File: config.mk
export PLATFORM = sky130hd
export DESIGN_NAME = systolic_tile_feeder
export DESIGN_NICKNAME = d
export VERILOG_FILES = /design/src/rtl/systolic_tile_feeder_pkg.sv /design/src/rtl/systolic_tile_feeder_b_offset_lane.sv /design/src/rtl/systolic_tile_feeder.sv
export SDC_FILE = /design/constraint.sdc
export NUM_CORES = 1
export LEC_CHECK = 0
export ABC_AREA = 1
export CAP_MARGIN = 20
export CORE_MARGIN = 2
export CORE_UTILIZATION = 29
export CTS_CLUSTER_SIZE = 16
export DETAILED_ROUTE_END_ITERATION = 16
export PLACE_DENSITY = 0.58
export REMOVE_ABC_BUFFERS = 1
export SLEW_MARGIN = 20
export SYNTH_ARGS = -nofsm -noshare
export SYNTH_HDL_FRONTEND = slang
export SYNTH_SLANG_ARGS = --single-unit
File: constraint.sdc
create_clock -name clk -period 4.5 [get_ports clk]
set_input_delay 0.675 -clock clk [delete_from_list [all_inputs] [get_ports clk]]
set_output_delay 0.675 -clock clk [all_outputs]
set_load 0.02 [all_outputs]
File: src/rtl/systolic_tile_feeder_pkg.sv
// Shared types and geometry for the systolic tile feeder: FSM states,
// flush length and array lane/bus widths.
package systolic_tile_feeder_pkg;

  typedef enum logic [2:0] {
    S_IDLE,
    S_CLEAR,
    S_STREAM,
    S_FLUSH,
    S_DONE
  } state_e;

  localparam int unsigned FLUSH_CYCLES = 6;
  localparam int unsigned SA_DIM       = 4;
  localparam int unsigned A_LANE_W     = 8;
  localparam int unsigned B_LANE_W     = 9;
  localparam int unsigned A_BUS_W      = SA_DIM * A_LANE_W;
  localparam int unsigned B_BUS_W      = SA_DIM * B_LANE_W;

endpackage

File: src/rtl/systolic_tile_feeder_b_offset_lane.sv
// One B lane: sign-extend an int8 operand to 9 bits and add the input offset,
// wrapping modulo 512.
module feeder_b_offset_lane (
  input  logic [7:0] b_byte_i,
  input  logic [8:0] offset_i,
  output logic [8:0] lane_o
);

  always_comb begin
    lane_o = {b_byte_i[7], b_byte_i} + offset_i;
  end

endmodule

File: src/rtl/systolic_tile_feeder.sv
// Tile sequencer for the 4x4 systolic array: reads K A-columns/B-rows, streams
// them with the B offset applied, flushes the skew, then hands off the result.
module systolic_tile_feeder
  import systolic_tile_feeder_pkg::*;
#(
  parameter int unsigned AW = 12,
  parameter int unsigned KW = 12
) (
  input  logic                clk,
  input  logic                rst_n,
  input  logic                cmd_valid,
  output logic                cmd_ready,
  input  logic [KW-1:0]       cmd_k,
  input  logic [AW-1:0]       cmd_a_base,
  input  logic [AW-1:0]       cmd_b_base,
  input  logic [8:0]          in_offset,
  output logic                a_rd_en,
  output logic [AW-1:0]       a_rd_addr,
  input  logic [A_BUS_W-1:0]  a_rd_data,
  output logic                b_rd_en,
  output logic [AW-1:0]       b_rd_addr,
  input  logic [A_BUS_W-1:0]  b_rd_data,
  output logic                sa_start,
  output logic                sa_vld,
  output logic [A_BUS_W-1:0]  sa_a_bus,
  output logic [B_BUS_W-1:0]  sa_b_bus,
  output logic                res_valid,
  input  logic                res_ready
);

  state_e        state_q, state_d;
  logic [KW-1:0] step_q, step_d;
  logic [KW-1:0] k_q, k_d;
  logic [AW-1:0] a_base_q, a_base_d;
  logic [AW-1:0] b_base_q, b_base_d;
  logic [8:0]    off_q, off_d;

  logic [B_BUS_W-1:0] lane_sum;
  logic               last_step;
  logic               rd_en;
  logic [AW-1:0]      rd_off;

  for (genvar j = 0; j < SA_DIM; j++) begin : g_lane
    feeder_b_offset_lane u_lane (
      .b_byte_i (b_rd_data[A_BUS_W-1-j*A_LANE_W -: A_LANE_W]),
      .offset_i (off_q),
      .lane_o   (lane_sum[B_BUS_W-1-j*B_LANE_W -: B_LANE_W])
    );
  end

  assign last_step = (step_q == k_q - KW'(1));

  always_ff @(posedge clk or negedge rst_n) begin
    if (!rst_n) begin
      state_q  <= S_IDLE;
      step_q   <= '0;
      k_q      <= '0;
      a_base_q <= '0;
      b_base_q <= '0;
      off_q    <= '0;
    end else begin
      state_q  <= state_d;
      step_q   <= step_d;
      k_q      <= k_d;
      a_base_q <= a_base_d;
      b_base_q <= b_base_d;
      off_q    <= off_d;
    end
  end

  // step_q counts stream beats in STREAM and flush beats in FLUSH
  always_comb begin
    state_d  = state_q;
    step_d   = step_q;
    k_d      = k_q;
    a_base_d = a_base_q;
    b_base_d = b_base_q;
    off_d    = off_q;
    unique case (state_q)
      S_IDLE: begin
        if (cmd_valid) begin
          k_d      = cmd_k;
          a_base_d = cmd_a_base;
          b_base_d = cmd_b_base;
          off_d    = in_offset;
          step_d   = '0;
          state_d  = S_CLEAR;
        end
      end
      S_CLEAR: begin
        step_d  = '0;
        state_d = (k_q == '0) ? S_DONE : S_STREAM;
      end
      S_STREAM: begin
        if (last_step) begin
          step_d  = '0;
          state_d = S_FLUSH;
        end else begin
          step_d = step_q + KW'(1);
        end
      end
      S_FLUSH: begin
        if (step_q == KW'(FLUSH_CYCLES - 1)) begin
          step_d  = '0;
          state_d = S_DONE;
        end else begin
          step_d = step_q + KW'(1);
        end
      end
      S_DONE: begin
        if (res_ready) state_d = S_IDLE;
      end
      default: state_d = S_IDLE;
    endcase
  end

  // CLEAR prefetches beat 0; each STREAM beat i prefetches beat i+1
  always_comb begin
    cmd_ready = 1'b0;
    sa_start  = 1'b0;
    sa_vld    = 1'b0;
    sa_a_bus  = '0;
    sa_b_bus  = '0;
    res_valid = 1'b0;
    rd_en     = 1'b0;
    rd_off    = '0;
    unique case (state_q)
      S_IDLE:  cmd_ready = 1'b1;
      S_CLEAR: begin
        sa_start = 1'b1;
        rd_en    = (k_q != '0);
      end
      S_STREAM: begin
        sa_vld   = 1'b1;
        sa_a_bus = a_rd_data;
        sa_b_bus = lane_sum;
        rd_en    = !last_step;
        rd_off   = AW'(step_q + KW'(1));
      end
      S_FLUSH: sa_vld = 1'b1;
      S_DONE:  res_valid = 1'b1;
      default: ;
    endcase
  end

  assign a_rd_en   = rd_en;
  assign b_rd_en   = rd_en;
  assign a_rd_addr = rd_en ? a_base_q + rd_off : '0;
  assign b_rd_addr = rd_en ? b_base_q + rd_off : '0;

endmodule

; Word-level counts from Yosys, hierarchy flattened
; Cells that the tools add are included.
; Widths: inputs -> output; s select.
[totals]
output_inout_bits = 98
word_cells = 53
register_bits = 60
in_bits = 113
[op_classes]
eq_ne = 10
n_addsub = 8
reduce_logical = 9
mux = 20
[op_table]
columns = cell, n
row1 = $mux 12, 6
row2 = $pmux 12 s4, 1
row3 = $add 9x9->9, 4
row4 = $mux 36, 1
row5 = $mux 32, 1
row6 = $add 12x12->12, 2
row7 = $mux 3, 5
row8 = $pmux 3 s5, 1
row9 = $add 12x1->12 const B, 1
row10 = $eq 12x12->1, 1
row11 = $eq 12x3->1 const B, 1
row12 = $logic_not 12->1, 1
row13 = $reduce_bool 12->1, 1
row14 = $sub 12x1->12 const B, 1
row15 = $ne 2x2->1 const B, 4
row16 = $eq 3x2->1 const B, 2
row17 = $mux 1, 4
row18 = $reduce_and 2->1, 2
row19 = $reduce_and 4->1, 1
row20 = $reduce_bool 4->1, 1
row21 = $eq 3x1->1 const B, 1
row22 = $eq 3x3->1 const B, 1
row23 = $logic_not 3->1, 1
row24 = $pmux 1 s2, 1
row25 = other kinds (2), 2

; Longest topological paths before layout
; Gate-level depths: netlist (run 1).
[logic_depth]
depth_word = 5
mapped_depth = 20

; Cells and area by module
; A second synthesis (run 1) with hierarchy kept.
[hier_totals]
hier_cells = 1082
hier_area_um2 = 6866.6
[by_module_without_submodules]
columns = mod, cells_each, seq_area_each_um2, area_per_inst_um2, n_inst
row1 = systolic_tile_feeder, 798, 1501.4, 5200.0, 1
row2 = feeder_b_offset_lane, 71, 0.0, 416.6, 4

; Worst setup path after synthesis (run 1)
; OpenSTA, ideal clock, no wires.
[synth_path]
path_kind = register -> output
from = register state_q[2]
to = output port a_rd_addr[8]
required_ns = 3.825
path_slack_ns = 0.921
t_arrival_ns = 2.904
stages_incl_launch_ff = 20
path_cell_list = dfrtp_1 -> inv_2 -> nand2_1 -> nor2_4 -> buf_2 -> inv_1 -> clkbuf_1 -> nor2_1 -> ha_1 -> inv_1 -> fa_1 -> nor2_1 -> o21ai_0 -> nand2_1 -> nand2_1 -> o21ai_2 -> nand2_1 -> nand2_1 -> nor2_1 -> nor2_1
[synth_via]
elab_chain_cells = 4
[synth_lines]
columns = item, line
row1 = start: declaration, systolic_tile_feeder.sv:31  ; state_e state_q, state_d;
row2 = start signal: assignment, systolic_tile_feeder.sv:62  ; state_q <= state_d;
row3 = $eq 3x2->1, systolic_tile_feeder.sv:127  ; unique case (state_q)
row4 = $mux 12, systolic_tile_feeder.sv:127
row5 = $add 12x12->12, systolic_tile_feeder.sv:148  ; assign a_rd_addr = rd_en ? a_base_q + rd_off : '0;
row6 = $mux 12 *, systolic_tile_feeder.sv:148
row7 = end: declaration, systolic_tile_feeder.sv:18  ; output logic [AW-1:0] a_rd_addr,
; Mark *: on every way between the ends. The rest lies on a longest branch, timed or not.

; Worst setup path in the final report (run 1)
[layout_path]
from = register state_q[2]
to = output port b_rd_addr[6]
[layout_via]
elab_chain_cells = 4
[layout_lines]
columns = item, line
row1 = $eq 3x2->1, systolic_tile_feeder.sv:127
row2 = $mux 12, systolic_tile_feeder.sv:127
row3 = $add 12x12->12, systolic_tile_feeder.sv:149  ; assign b_rd_addr = rd_en ? b_base_q + rd_off : '0;
row4 = $mux 12 *, systolic_tile_feeder.sv:149
row5 = end: declaration, systolic_tile_feeder.sv:21  ; output logic [AW-1:0] b_rd_addr,
; Marks and branches as above.

==> impl_metrics.ini, run 1 <==
[flow_run]
max_cap_viol_count = 0

[die]
die_w_um = 153
die_height_um = 153
initial_utilization = 0.295
fp.dieArea_mm2 = 0.0233
core_mm2 = 0.0218
ios = 211
row_count = 54

[clock_network]
cts_tree = yes
ctsHoldBuffers = 0
ctsResizeCount = 0
cts_max_level = 3
clk_pin_slew_worst_paths_ps = 50
cts-root-buf = clkbuf_16
cts_sinks = 60
clkLatencyLatePin_ps = 340
cts_made_buffers = 9
cts_setup_buffers = 0
cts_max_path_buffers = 2

[critical_path]
cpLargestDelayFamily = buffers and inverters
required_ps = 3830
crit_chain = inv_2, nand2_1, nor2_4, inv_1, nor2_2, ha_1, inv_1, fa_1, nor2_1, o21ai_0, nand2_1, nand2_1, o21ai_2, xor2_1, nor2_1, clkdlybuf4s50_1
path_max_fanout = 4
r2r_cells = 11
r2r-end = step_q[2]$_DFFE_PN0P_
worstPathBufferInverterCount = 4
cp_common_cell = nand2_1
end_kind = output pin
critPathMaxStageDelay_ps = 620
cp_slowest_cell = clkdlybuf4s50_1
reg2reg_from = k_q[0]$_DFFE_PN0P_
cp-start-kind = flop
worstPathArrival_ps = 3510
ff2ff_setup_slack_ps = 2200
critPathKind = reg -> out

[place]
dpl.hpwl_um = 16400
port_buffers = 210
gp_congestion = 0.896

[yosys]
ys.flop_type = dfrtp_1
yosys.cell_count.top_type = nand2_1
yosysTopAreaCell = dfrtp_1
synth_area_per_cell_um2 = 6.49
yosysTopAreaCellShare = 0.234
synthTopCellsByCount = nand2_1 (228), inv_1 (151), nor2_1 (148)
synthArstFlopShare = 1.00
ys_top_cells_by_area = dfrtp_1 (23%), nand2_1 (13%), ha_1 (9.5%), inv_1 (8.8%), nor2_1 (8.7%)
ys_ff_latch = 60
synth_seq_area_share = 0.234
synth.distinct_cells = 39
synth_edf_count = 0
ys.warnings.count = 0
syn_inst = 989
synth.cell_area_mm2 = 0.00642

[sta]
slew_violations = 0
final-hold-violation-count = 0
hold_slack_ps = 231
slew_headroom = 0.518
period_share = 0.931
setup_tns_ps = 0
rsz0062_at_grt = false
fmax_mhz = 239
setup_viol = 0
tightest_slew_ps = 721
fin_skew_ps = 5.01
period_minus_slack_ps = 4190

[detailed_routing]
drtAntennaViolNets = 0
drtIter0Drc = 390
vias = 6802
vias_per_cell = 4.60
drc_errors = 0
wl_um = 20000
firstDrtPassIters = 5
detail_route.wl_per_cell_um = 13.5

[layout]
ff_latch_area_mm2 = 0.00150
nets = 1362
area_growth_pct = 42.6
layout-drive-gt1-share = 0.0793
multiInputGateArea_mm2 = 0.00423
num-fill-cells = 2292

[power_and_ir_drop]
ir_drop_mv = 0.318
p_total_mw = 6.10
power_leakage_nw = 4.70
pwr_density_cell_mw_per_mm2 = 666

[global_routing]
grt_max_degree = 61
grt_usage = 0.173
antenna_found_initial = 2
grt_pass1_wl_um = 32700
grt_pass1_vias = 6499
grt_remaining_overflow = 0

[outcome]
status = complete, no violations

[hold_path]
hold_class = in -> async
==> power breakdown <==
group | total, mW | internal [mW] | switching (mW)
registers | 0.995 | 0.765 | 0.230
logic | 4.41 | 1.83 | 2.58
clock network | 0.692 | 0.440 | 0.252
total | 6.10 | 3.04 | 3.06
==> stage by stage <==
stage | instance area (µm²) | std cells | util | setup slack [ps]
final | 9160 | 1480 | 0.421 | 310
after global routing | 9160 | 1480 | 0.421 | 30.8
after CTS | 9100 | 1478 | 0.418 | 41.0
after detailed placement | 8810 | 1463 | 0.405 | 413
after global placement | 8810 | 1463 | 0.405 | 445
after floorplan | 6300 | 965 | - | 63.4
==> sequential cells by signal (all words and copies together) (netlist names) <==
signal and cells:
state_q 3, step_q 12, k_q 12, b_base_q 12, off_q 9, a_base_q 12
==> layer usage <==
metal | up-vias | GRT usage | share of wire | wire [µm]
met3 | 20 | 0.0452 | 0.066 | 1320
met4 | 0 | 0.0401 | 0.017 | 348
met5 | - | 0 | 0 | 0
met2 | 194 | 0.290 | 0.46 | 9270
met1 | 3019 | 0.223 | 0.45 | 9080
li1 | 3569 | - | - | -
==> how the worst max path moves through the flow <==
stage,startpoint,end,slack [ps],cells past startpoint
final,state_q[2]$_DFFE_PN0P_,b_rd_addr[6],310,16
after global routing,state_q[2]$_DFFE_PN0P_,b_rd_addr[6],30,16
after CTS,step_q[0]$_DFFE_PN0P_,a_rd_addr[8],40,15
after detailed placement,state_q[2]$_DFFE_PN0P_,a_rd_addr[8],410,18
after global placement,step_q[0]$_DFFE_PN0P_,a_rd_addr[8],440,15
after floorplan,state_q[2]$_DFFE_PN0P_,a_rd_addr[8],60,17
==> logic make-up (layout without fill, tap and decap cells) <==
family	count (synthesis)	in the layout	synth area share
mux	25	25	0.0438
simple gates	522	522	0.363
compound gates	127	127	0.106
buf+inv	179	388	0.109
xor+xnor	21	21	0.0298
fa+ha+maj	55	55	0.114
flops	60	60	0.234
other cells	0	2	0
==> cells in the final DEF, fill, tap and decap left out, types with 6 or more instances in the layout <==
cell type        synthesis  final
nand2_2                 15     16
a21oi_1                 68     68
clkdlybuf4s50_1          0    198
inv_1                  151    151
fa_1                     6      6
nand4_1                 22     22
mux2_2                  25     25
dfrtp_1                 60     59
xnor2_1                  8      8
o21ai_0                 41     41
clkbuf_16                0      9
dlymetal6s2s_1           0     11
nor2_1                 148    146
nand3_1                 70     70
nand2_1                228    227
xor2_1                  12     12
ha_1                    49     49
o21bai_1                 7      7
nor2_2                   6      8
buf_4                    1      7
==> cell type report <==
| cell class | count | area share |
|---|---|---|
| diodes | 2 | 0.000547 |
| clock buffers | 13 | 0.0273 |
| clock inverters | 2 | 0.00383 |
| inverters | 155 | 0.0635 |
| multi-input cells | 750 | 0.462 |
| flip-flops and latches | 60 | 0.164 |
| well taps | 280 | 0.0383 |
| repair buffers | 218 | 0.240 |
(Power assumes the default switching activity.)
==> inputs of run 2 (changes only) <==
--- a/config.mk
+++ b/config.mk
@@ -12,7 +12,6 @@
 export CTS_CLUSTER_SIZE = 16
 export DETAILED_ROUTE_END_ITERATION = 16
 export PLACE_DENSITY = 0.58
-export REMOVE_ABC_BUFFERS = 1
 export SLEW_MARGIN = 20
 export SYNTH_ARGS = -nofsm -noshare
 export SYNTH_HDL_FRONTEND = slang
==> run 2 against run 1 <==
Net effect: via count increased by 1.1%; clock power is 4.3% higher; worst setup slack got worse by 140 ps; worst hold slack improved by 180 ps; sequential power about the same; core utilization down 0.063 points; clock-buffer cell count shrank 1; sequential share of layout area up 0.052 points; register-to-register slack worse by 50 ps; cell count barely moved; highest routed layer is now met5.
==> impl_metrics.ini, run 2 (same netlist as run 1, synthesis figures left out) <==
[sta]
hold_slack_ps = 414
period_minus_slack_ps = 4330
fmax_mhz = 231
rsz0062_at_grt = false
period_share = 0.962
final-hold-violation-count = 0
setup_tns_ps = 0
tightest_slew_ps = 797
slew_headroom = 0.469
fin_skew_ps = 7.47
setup_viol = 0
slew_violations = 0

[power_and_ir_drop]
internal-power_mw = 3.04
p_clk_frac = 0.118
ir_drop_mv = 0.337
pwr-share-comb = 0.716
p_seq_frac = 0.167
swShare = 0.503
p_total_mw = 6.13
power_leakage_nw = 4.61
pwr_density_cell_mw_per_mm2 = 670
p_sw_mw = 3.08

[detailed_routing]
vias_per_cell = 4.65
drtIter0Drc = 401
wl_um = 20700
highest_layer = met5
drc_errors = 0
detail_route.wl_per_cell_um = 14.0
drtAntennaViolNets = 0
firstDrtPassIters = 5
vias = 6880
wl_met1_um = 9180
route.met2.wl_um = 9600
wl_met3_um = 1680

[global_routing]
antenna_found_initial = 1
grt_remaining_overflow = 0
grt_pass1_wl_um = 34000
grt_usage = 0.178
grt_max_degree = 61
grt_pass1_vias = 6760

[layout]
area_growth_pct = 42.4
mostFrequentLayoutCell = nand2_1
final_cell_count_no_fill = 1479
final_cell_mix = nand2_1 (227), clkdlybuf4s50_1 (204), inv_1 (151)
nets = 1362
layout-drive-gt1-share = 0.0826
num-fill-cells = 2273
num_antenna_cells = 0
fin_util = 0.420

[critical_path]
cp_slowest_cell = clkdlybuf4s50_1
r2r-end = step_q[0]$_DFFE_PN0P_
worstPathArrival_ps = 3650
critPathLaunch = step_q[0]$_DFFE_PN0P_
critPathMaxStageDelay_ps = 640
ff2ff_setup_slack_ps = 2150
reg2reg_from = k_q[0]$_DFFE_PN0P_
end_kind = output pin
critPathKind = reg -> out
cp-start-kind = flop
required_ps = 3830
path_max_fanout = 8
crit_chain = ha_1, nand2_2, nor2_4, nand3_4, o21bai_1, nand2_1, nor2_2, ha_1, nand2_1, inv_1, a21oi_1, nand3_1, nand2_1, inv_1, nor2_1, clkdlybuf4s50_1
r2r_cells = 13
cp_common_cell = nand2_1

[die]
die_w_um = 153
core_mm2 = 0.0218
ios = 211
row_count = 54
fp.dieArea_mm2 = 0.0233
initial_utilization = 0.295
die_height_um = 153

[hold_path]
hold_class = in -> async

[clock_network]
clkLatencyLatePin_ps = 340
clk_pin_slew_worst_paths_ps = 60
cts-root-buf = clkbuf_16
cts_made_buffers = 9
cts_setup_buffers = 0
cts_max_level = 3
cts_tree = yes
cts_max_path_buffers = 2
cts_sinks = 60

[place]
dpl.hpwl_um = 16500
gp_congestion = 0.898
port_buffers = 210
place_inst = 1463

[flow_run]
max_cap_viol_count = 0

[yosys]
synthesis.nets = 1157

[outcome]
status = complete, no violations
## run 2: cell count changes in the layout (fill, tap and decap cells not counted), sizes merged
cell           delta
clkinvlp          +1
clkdlybuf4s50     +6
clkinv            +1
clkbuf            -1
dlymetal6s2s      -6
diode             -2
## run 2: through the flow
step / area, µm² / worst slack (ps)
after CTS: 9120 / 78.1
after global routing: 9140 / 9.71
after detailed placement: 8810 / 331
final: 9140 / 172
after global placement: 8810 / 391
after floorplan: 6420 / 921
## run 2: timing repair
action                     CTS  global route
resized for setup            1             9
setup endpoints to repair    2             9
hold buffers                 0             0
hold endpoints to repair     0             0
## run 2: layer usage
metal / vias to the layer above / GRT usage
li1: 3563 / -
met1: 3060 / 0.223
met2: 238 / 0.301
met3: 17 / 0.0495
met4: 2 / 0.0472
met5: - / 0
## run 2: worst max-delay path, delay by kind of cell (launching register included)
| kind | cells | cell delay, ps |
|---|---|---|
| adders and majority gates | 2 | 550 |
| AOI/OAI and AO/OA | 2 | 420 |
| and+or+nand+nor | 9 | 1170 |
| buffers and inverters | 3 | 730 |
| DFF | 1 | 440 |
## run 2: cell type report
cell class / instances / area [µm²] / share of cell area
timing repair buffer: 218 / 2170 / 0.237
inverter: 155 / 582 / 0.0636
clock buffer: 12 / 256 / 0.0281
sequential: 60 / 1510 / 0.165
multi-input combinational: 750 / 4230 / 0.463
tap: 280 / 350 / 0.0383
clock inverter: 4 / 47.5 / 0.00520
## run 2: power groups by stage
| stage | clock network [mW] | logic (mW) | registers (mW) |
|---|---|---|---|
| global route | 0.759 | 4.88 | 1.07 |
| detailed placement | 0 | 4.41 | 1.03 |
| CTS | 0.739 | 4.44 | 1.02 |
| finish | 0.722 | 4.38 | 1.02 |
| global placement | 0 | 4.40 | 1.03 |
| floorplan | 0 | 2.80 | 0.939 |
## run 2: worst max-delay path by stage
stage	to	slack [ps]
floorplan	a_rd_addr[8]	920
global placement	a_rd_addr[11]	390
detailed placement	a_rd_addr[11]	330
CTS	a_rd_addr[10]	80
global route	a_rd_addr[10]	10
finish	a_rd_addr[10]	170
